==> src/rtl/imem_boot_loader.sv <==
// imem_boot_loader
//   Writer side of the core's instruction memory. A byte stream carrying a
//   one-byte word count N followed by N little-endian 32-bit words is packed
//   and written into instruction memory one word at a time. The core is held
//   in reset until the whole image has been written.
//
// Ports
//   clk         core clock (only domain)
//   reset       synchronous, active-high
//   start       one-cycle pulse; begins a load from IDLE, DONE or ERR
//   rx_data     stream byte
//   rx_valid    rx_data valid
//   rx_ready    loader accepts a byte this cycle
//   imem_we     instruction memory write strobe (one cycle per word)
//   imem_addr   word index being written
//   imem_wdata  assembled instruction word
//   core_reset  core reset, high = core held in reset (registered)
//   busy        load in progress (HDR, DATA, WRITE)
//   done        load completed, core released
//   err         header announced more words than the memory holds
//   word_count  words written in the current or last load
//
// state | meaning
// ------+------------------------------------------------------------
// IDLE  | after reset, waiting for start, core held in reset
// HDR   | waiting for the word-count byte N
// DATA  | collecting the four bytes of the current word
// WRITE | one-cycle memory write of the assembled word
// DONE  | image loaded, core running; start begins a new load
// ERR   | bad header, core held in reset; start begins a new load
module imem_boot_loader #(
    parameter int DEPTH  = 64,
    parameter int ADDR_W = 6
) (
    input  logic              clk,
    input  logic              reset,
    input  logic              start,
    input  logic [7:0]        rx_data,
    input  logic              rx_valid,
    output logic              rx_ready,
    output logic              imem_we,
    output logic [ADDR_W-1:0] imem_addr,
    output logic [31:0]       imem_wdata,
    output logic              core_reset,
    output logic              busy,
    output logic              done,
    output logic              err,
    output logic [ADDR_W:0]   word_count
);

    typedef enum logic [2:0] {
        S_IDLE  = 3'd0,
        S_HDR   = 3'd1,
        S_DATA  = 3'd2,
        S_WRITE = 3'd3,
        S_DONE  = 3'd4,
        S_ERR   = 3'd5
    } state_t;

    localparam logic [7:0]      DEPTH_B = 8'(DEPTH);
    localparam logic [ADDR_W:0] ONE     = (ADDR_W+1)'(1);

    state_t            state;
    state_t            state_next;
    logic [1:0]        byte_cnt;
    logic [ADDR_W:0]   n_words;
    logic [ADDR_W:0]   word_cnt;
    logic [31:0]       word;
    logic              core_reset_q;
    logic              accept;

    assign accept = rx_valid && rx_ready;

    // state register
    always_ff @(posedge clk) begin
        if (reset) state <= S_IDLE;
        else       state <= state_next;
    end

    // next-state logic
    always_comb begin
        state_next = state;
        case (state)
            S_IDLE: if (start) state_next = S_HDR;
            S_HDR: begin
                if (accept) begin
                    if (rx_data == 8'd0)         state_next = S_DONE;
                    else if (rx_data > DEPTH_B)  state_next = S_ERR;
                    else                         state_next = S_DATA;
                end
            end
            S_DATA:  if (accept && byte_cnt == 2'd3) state_next = S_WRITE;
            S_WRITE: begin
                if (word_cnt + ONE == n_words) state_next = S_DONE;
                else                           state_next = S_DATA;
            end
            S_DONE:  if (start) state_next = S_HDR;
            S_ERR:   if (start) state_next = S_HDR;
            default: state_next = S_IDLE;
        endcase
    end

    // output decode
    always_comb begin
        rx_ready = 1'b0;
        imem_we  = 1'b0;
        busy     = 1'b0;
        done     = 1'b0;
        err      = 1'b0;
        case (state)
            S_HDR:   begin rx_ready = 1'b1; busy = 1'b1; end
            S_DATA:  begin rx_ready = 1'b1; busy = 1'b1; end
            S_WRITE: begin imem_we  = 1'b1; busy = 1'b1; end
            S_DONE:  done = 1'b1;
            S_ERR:   err  = 1'b1;
            default: ;
        endcase
    end

    // Datapath. The word counter doubles as the write index because both
    // start at zero for every load and advance together on each WRITE.
    // core_reset is computed from the next state so it drops in the very
    // first DONE cycle and comes straight out of a flop.
    always_ff @(posedge clk) begin
        if (reset) begin
            byte_cnt     <= 2'd0;
            n_words      <= '0;
            word_cnt     <= '0;
            word         <= 32'd0;
            core_reset_q <= 1'b1;
        end else begin
            core_reset_q <= (state_next != S_DONE);
            if (start && (state == S_IDLE || state == S_DONE || state == S_ERR))
                word_cnt <= '0;
            if (state == S_HDR && accept) begin
                byte_cnt <= 2'd0;
                word_cnt <= '0;
                if (rx_data <= DEPTH_B)
                    n_words <= rx_data[ADDR_W:0];
            end
            if (state == S_DATA && accept) begin
                word[{byte_cnt, 3'b000} +: 8] <= rx_data;
                byte_cnt <= byte_cnt + 2'd1;
            end
            if (state == S_WRITE)
                word_cnt <= word_cnt + ONE;
        end
    end

    assign imem_addr  = word_cnt[ADDR_W-1:0];
    assign imem_wdata = word;
    assign core_reset = core_reset_q;
    assign word_count = word_cnt;

endmodule

==> config.mk <==
export PLATFORM = sky130hd
export DESIGN_NAME = imem_boot_loader
export DESIGN_NICKNAME = d
export VERILOG_FILES = /design/src/rtl/imem_boot_loader.sv
export SDC_FILE = /design/constraint.sdc
export NUM_CORES = 1
export LEC_CHECK = 0
export ABC_CLOCK_PERIOD_IN_PS = 3400
export BUFFER_PORTS_ARGS = -buffer_cell sky130_fd_sc_hd__buf_2
export CAP_MARGIN = 25
export CORE_MARGIN = 1
export CORE_UTILIZATION = 35
export DETAILED_ROUTE_END_ITERATION = 7
export GPL_TIMING_DRIVEN = 0
export SYNTH_ARGS = -nofsm -noshare
export SYNTH_HDL_FRONTEND = slang
export SYNTH_SLANG_ARGS = --single-unit
==> constraint.sdc <==
create_clock -name clk -period 3.4 [get_ports clk]
set_input_delay 0.68 -clock clk [delete_from_list [all_inputs] [get_ports clk]]
set_output_delay 0.68 -clock clk [all_outputs]
set_load 0.03 [all_outputs]
==> flow_metrics.env, run 1 <==
export IMPL_outcome="finished, final reports clean"
export IMPL_synth_cell_area_um2=2420
export IMPL_cp_required_ns=2.72
export IMPL_io_pins=63
export IMPL_vias=2272
export IMPL_slew_violations=0
export IMPL_peakVddDrop_mv=0.236
export IMPL_clkSinkCount=52
export IMPL_cp_start_kind="flop"
export IMPL_end_kind="output pin"
export IMPL_portBuffers=60
export IMPL_htreeDepth=2
export IMPL_grt_max_degree=17
export IMPL_hold_viol=0
export IMPL_tightest_slew_ns=0.945
export IMPL_p_leak_nw=1.28
export IMPL_cts_hold_buf=0
export IMPL_wl_mm=6.33
export IMPL_max_cap_violations=0
export IMPL_place_congestion=0.805
export IMPL_area_growth_pct=21.0
export IMPL_antennaDiodeCount=0
export IMPL_clockBufferDepth=2
export IMPL_wl_per_cell_um=14.5
export IMPL_synth_largest_area_cell="dfxtp_1"
export IMPL_grt_usage_pct=17.8
export IMPL_die_h_um=85.2
export IMPL_synthTopCellsByArea="dfxtp_1 (43%), a21oi_1 (7.2%), nand3_1 (5.6%)"
export IMPL_avgSynthCellArea_um2=8.29
export IMPL_ff2ff_path_depth=7
export IMPL_clkTransAtPathRegs_ns=0.10
export IMPL_drtIter0Drc=116
export IMPL_clock_skew_ns=0.00775
export IMPL_hpwl_mm=4.48
export IMPL_die_area_um2=7250
export IMPL_fp_dieW_um=85.2
export IMPL_synth_nets=311
export IMPL_finalSetupTns_ns=0
export IMPL_crit_arrival_ns=1.83
export IMPL_hold_class="reg -> reg"
export IMPL_rsz0062_at_grt="no"
export IMPL_p_per_area_nw_per_um2=392
export IMPL_synthArstFlopShare_pct=0
export IMPL_setup_violations=0
export IMPL_ys_warnings_count=0
export IMPL_postRouteAntennaNets=0
export IMPL_cts_root_buffer="clkbuf_8"
export IMPL_post_cts_buffers=0
export IMPL_synth_seq_cells=52
export IMPL_drc_errors=0
export IMPL_max_clock_freq_mhz=399
export IMPL_drt_pass1_iter_count=4
export IMPL_grt_remaining_overflow=0
export IMPL_place_ws_ns=0.821
export IMPL_routed_via_density=5.20
export IMPL_r2r_end="imem_wdata[10]"
export IMPL_syn_instance_count=292
export IMPL_grt_pass1_wl_mm=10.2
export IMPL_synth_seq_area_share_pct=43.0
export IMPL_synth_edff_count=0
export IMPL_layout_drive_gt1_share_pct=21.7
export IMPL_r2r_start="state[1]"
export IMPL_postLayoutCoreUtil_pct=45.1
export IMPL_crit_path_start="state[1]"
export IMPL_slew_headroom_pct=36.8
export IMPL_grt_pass1_vias=2056
export IMPL_dpl_instance_area_um2=2820
export IMPL_min_period_ns=2.51
export IMPL_reg2reg_setup_slack_ns=1.12
export IMPL_whs_ns=0.458
export IMPL_final_period_utilization_pct=73.8
export IMPL_setup_slack_ns=0.891
export IMPL_synthDistinctLibCells=37
export IMPL_initial_core_util_pct=37.3
export IMPL_cts_made_buffers=5
export IMPL_cts_resized=0
export IMPL_path_class="reg -> out"
export IMPL_grt_antenna_before_repair=0
export IMPL_design_area_um2=2930
export IMPL_cp_max_fo=9
export IMPL_num_rows=29
export IMPL_synth_main_ff_cell="dfxtp_1"
export IMPL_cts_tree="done"
export IMPL_clk_insertion_delay_late_ns=0.31
export IMPL_coreArea_um2=6490
export IMPL_num_nets_final=378
export IMPL_netlist_area_leader_share_pct=43.0
export IMPL_critPathCapture="imem_we"
## worst max-delay path: stages (launching register included)
cell,delay (ns)
dfxtp_1,0.32
clkbuf_1,0.29
nor2b_1,0.26
nand2_1,0.20
inv_1,0.22
buf_2,0.23
## area by class of cell
| class | count | area, um^2 |
|---|---|---|
| tap | 77 | 96.3 |
| inverter | 5 | 18.8 |
| clock buffer | 6 | 72.6 |
| buffer | 22 | 116 |
| clock inverter | 2 | 38.8 |
| sequential | 52 | 1040 |
| multi-input combinational | 213 | 1240 |
| fill | 673 | 3570 |
| timing repair buffer | 60 | 300 |
## metal layers
metal / vias up / GRT usage (%) / wire, um / share of wire, %
met5: - / 0 / 0 / 0
met1: 1047 / 23.8 / 3090 / 49
met3: 6 / 4.09 / 362 / 5.7
met4: 0 / 5.39 / 39 / 0.62
li1: 1154 / - / - / -
met2: 65 / 28.4 / 2840 / 45
## cells by family after synthesis
logic type,share of synthesized area (%)
multiplexers,2.89
buffers and inverters,5.58
flip-flops,43.0
AND/OR/NAND/NOR,25.9
XOR/XNOR,3.62
adder cells (fa/ha/maj),3.62
AO/OA/AOI/OAI,15.4
## Yosys cell counts, types with 2 or more instances
cell	instances
or4_1	2
o31ai_1	3
nand3b_1	2
and3_1	5
nor4_1	3
ha_1	7
clkbuf_1	14
a31oi_1	3
a21oi_1	35
and2_1	4
nand3_1	27
or3_1	4
nor3b_1	4
nor2_1	31
xnor2_1	6
buf_4	7
o21ai_0	7
inv_1	5
nand2_1	35
dfxtp_1	52
a22oi_1	10
mux2i_1	7
xor2_1	4
o2111ai_1	2
## registers in the layout, indices dropped and copies added (netlist names)
register	cells
word_count	7
byte_cnt	2
core_reset	1
state	3
imem_wdata	32
n_words	7
## worst min path at each step
stage                         startpoint             end  slack (ns)  cells past startpoint
after global routing      imem_wdata[19]  imem_wdata[19]        0.47                      2
after detailed placement  imem_wdata[29]  imem_wdata[29]        0.44                      2
after floorplan               n_words[0]      n_words[0]        0.48                      2
after global placement     imem_wdata[6]   imem_wdata[6]        0.44                      2
final                     imem_wdata[22]  imem_wdata[22]        0.46                      2
after CTS                 imem_wdata[22]  imem_wdata[22]        0.46                      2
## placed cells by master (no fill, tap or decap), types with 2 or more instances in the layout
cell type,count
a21oi_1,35
a22oi_1,10
a31oi_1,3
and2_1,4
and3_1,5
buf_2,60
buf_4,7
clkbuf_1,15
clkbuf_8,5
dfxtp_1,52
ha_1,7
inv_1,5
mux2i_1,7
nand2_1,35
nand3_1,27
nand3b_1,2
nor2_1,31
nor3b_1,4
nor4_1,3
o2111ai_1,2
o21ai_0,7
o31ai_1,3
or3_1,4
or4_1,2
xnor2_1,6
xor2_1,4
## metrics by stage
step                cells  power [mW]
global placement      429       0.720
global route          437        1.19
floorplan             292       0.685
CTS                   437        1.15
detailed placement    429       0.720
finish                437        1.15
## power by group
group | total, mW | internal, mW | switching [mW]
Combinational | 0.0899 | 0.0260 | 0.0639
Sequential | 0.616 | 0.613 | 0.00311
Clock | 0.442 | 0.223 | 0.219
Power figures use the tool's default switching activity.
==> run 2, diff against run 1 <==
--- a/config.mk
+++ b/config.mk
@@ -5,7 +5,8 @@
 export SDC_FILE = /design/constraint.sdc
 export NUM_CORES = 1
 export LEC_CHECK = 0
-export ABC_CLOCK_PERIOD_IN_PS = 3400
+export ABC_AREA = 1
+export ABC_CLOCK_PERIOD_IN_PS = 2300
 export BUFFER_PORTS_ARGS = -buffer_cell sky130_fd_sc_hd__buf_2
 export CAP_MARGIN = 25
 export CORE_MARGIN = 1
==> constraint.sdc (replaced) <==
create_clock -name clk -period 2.3 [get_ports clk]
set_input_delay 0.46 -clock clk [delete_from_list [all_inputs] [get_ports clk]]
set_output_delay 0.46 -clock clk [all_outputs]
set_load 0.03 [all_outputs]
==> flow_metrics.env, run 2 <==
export IMPL_finalSetupTns_ns=0
export IMPL_cts_resized=0
export IMPL_hold_viol=0
export IMPL_vias=2567
export IMPL_fp_dieW_um=87.8
export IMPL_synth_most_common_cell="nand2_1"
export IMPL_synth_largest_area_cell="dfxtp_1"
export IMPL_layout_drive_gt1_share_pct=24.1
export IMPL_final_common_cell="nand2_1"
export IMPL_die_area_um2=7700
export IMPL_die_h_um=87.8
export IMPL_place_ws_ns=0.0178
export IMPL_postRouteAntennaNets=0
export IMPL_wl_mm=6.40
export IMPL_peakVddDrop_mv=0.274
export IMPL_crit_path_cell_trace="inv_2 > clkbuf_2 > ha_1 > clkbuf_2 > nand2_1 > inv_2 > nand3_1 > a21oi_1"
export IMPL_grt_pass1_vias=2197
export IMPL_dp_cells=527
export IMPL_clk_insertion_delay_late_ns=0.32
export IMPL_synth_main_ff_cell="dfxtp_1"
export IMPL_path_class="reg -> reg"
export IMPL_drc_errors=0
export IMPL_rsz0062_at_grt="no"
export IMPL_avgSynthCellArea_um2=6.96
export IMPL_coreArea_um2=6940
export IMPL_synth_seq_cells=52
export IMPL_hold_depth=2
export IMPL_cts_root_buffer="clkbuf_8"
export IMPL_tightest_slew_ns=0.589
export IMPL_htreeDepth=2
export IMPL_finalNonFillerCells=535
export IMPL_wl_per_cell_um=12.0
export IMPL_grt_antenna_before_repair=0
export IMPL_largest_reg_flops=32
export IMPL_p_per_area_nw_per_um2=558
export IMPL_design_area_um2=3120
export IMPL_portBuffers=61
export IMPL_grt_pass1_wl_mm=10.1
export IMPL_end_kind="flop"
export IMPL_initial_core_util_pct=37.1
export IMPL_synth_common_cells="nand2_1 (92), dfxtp_1 (52), a21oi_1 (49), nand3_1 (37), nor2_1 (35)"
export IMPL_clkSinkCount=52
export IMPL_area_growth_pct=21.3
export IMPL_io_pins=63
export IMPL_slew_headroom_pct=60.8
export IMPL_antennaDiodeCount=0
export IMPL_max_clock_freq_mhz=516
export IMPL_grt_max_degree=18
export IMPL_synth_cell_area_um2=2570
export IMPL_synthDistinctLibCells=27
export IMPL_whs_ns=0.356
export IMPL_drt_pass1_iter_count=4
export IMPL_hpwl_mm=4.92
export IMPL_post_cts_buffers=0
export IMPL_postLayoutCoreUtil_pct=45.0
export IMPL_synth_edff_count=0
export IMPL_slowest_delay_ns=0.44
export IMPL_min_period_ns=1.94
export IMPL_setup_violations=0
export IMPL_setup_slack_ns=0.363
export IMPL_num_rows=30
export IMPL_final_period_utilization_pct=84.2
export IMPL_grt_usage_pct=17.0
export IMPL_clkTransAtPathRegs_ns=0.10
export IMPL_outcome="finished, final reports clean"
export IMPL_synth_nets=389
export IMPL_netlist_area_leader_share_pct=40.4
export IMPL_place_congestion=0.823
export IMPL_slowest_stage="dfxtp_2"
export IMPL_synth_seq_area_share_pct=40.4
export IMPL_clockBufferDepth=2
export IMPL_reg2reg_setup_slack_ns=0.36
export IMPL_num_nets_final=457
export IMPL_ys_warnings_count=0
export IMPL_cp_max_fo=12
export IMPL_synthArstFlopShare_pct=0
export IMPL_nFillCells=753
export IMPL_dpl_instance_area_um2=3000
export IMPL_cts_tree="done"
export IMPL_drtIter0Drc=105
export IMPL_p_leak_nw=1.31
export IMPL_slew_violations=0
export IMPL_max_cap_violations=0
export IMPL_cts_hold_buf=0
export IMPL_routed_via_density=4.80
export IMPL_crit_arrival_ns=2.18
export IMPL_grt_remaining_overflow=0
export IMPL_synthTopCellsByArea="dfxtp_1 (40%), nand2_1 (13%), a21oi_1 (9.5%)"
export IMPL_syn_instance_count=370
export IMPL_cp_required_ns=2.55
export IMPL_finalPower_mw=1.74
export IMPL_ff2ff_path_depth=8
export IMPL_final_cell_mix="nand2_1 (92), buf_2 (63), dfxtp_1 (51)"
export IMPL_cts_made_buffers=5
export IMPL_clock_skew_ns=0.00882
export IMPL_hold_class="in -> reg"
export IMPL_cp_start_kind="flop"
-- run 2: cell count changes in the layout (fill, tap and decap cells not counted), sizes merged, moves of 6 or more --
| cell | delta |
|---|---|
| a21oi | +15 |
| a22oi | -10 |
| inv | +24 |
| mux2i | -7 |
| nand2 | +61 |
| nand3 | +12 |
| nand4 | +6 |
| nor2 | +9 |
| nor3 | +8 |
| o21ai | +6 |
-- run 2: power breakdown --
part           switching (mW)  internal, mW  leakage (nW)
sequential            0.00925         0.911         0.420
combinational           0.121        0.0495         0.839
clock                   0.323         0.328        0.0548
total                   0.454          1.29          1.31
-- run 2: cell type report --
| cell class | count | area, um^2 | area share (%) |
|---|---|---|---|
| Clock buffer | 5 | 68.8 | 2.20 |
| Sequential cell | 52 | 1040 | 33.4 |
| Tap cell | 96 | 120 | 3.85 |
| Multi-Input combinational cell | 268 | 1310 | 42.1 |
| Buffer | 21 | 118 | 3.77 |
| Clock inverter | 3 | 46.3 | 1.48 |
| Inverter | 29 | 109 | 3.49 |
| Timing Repair Buffer | 61 | 305 | 9.78 |
-- run 2: cell families after synthesis --
logic type / share of synthesized area, %
xor+xnor: 1.36
compound gates: 13.5
fa+ha+maj: 3.40
flops: 40.4
simple gates: 32.6
buf+inv: 8.70
-- run 2: critical path: cells and delay by family (launching register included) --
family                     cells  cell delay (ns)
and+or+nand+nor                2             0.22
DFF                            1             0.44
buffers and inverters          4             0.68
adders and majority gates      1             0.38
AOI/OAI and AO/OA              1             0.16
-- run 2: metal layers --
metal	vias up	GRT usage [%]	part of all wire, %	wire length, um
li1	1342	-	-	-
met1	1165	20.7	46	2930
met2	51	29.2	49	3140
met3	9	3.39	3.8	243
met4	0	6.71	1.5	96
met5	-	0	0	0
-- run 2: final timing paths --
kind / end / start
setup / recovery: imem_wdata[14] / byte_cnt[0]
hold / removal: imem_wdata[13] / reset
setup reg to reg: imem_wdata[14] / byte_cnt[0]
hold reg to reg: imem_wdata[20] / imem_wdata[20]
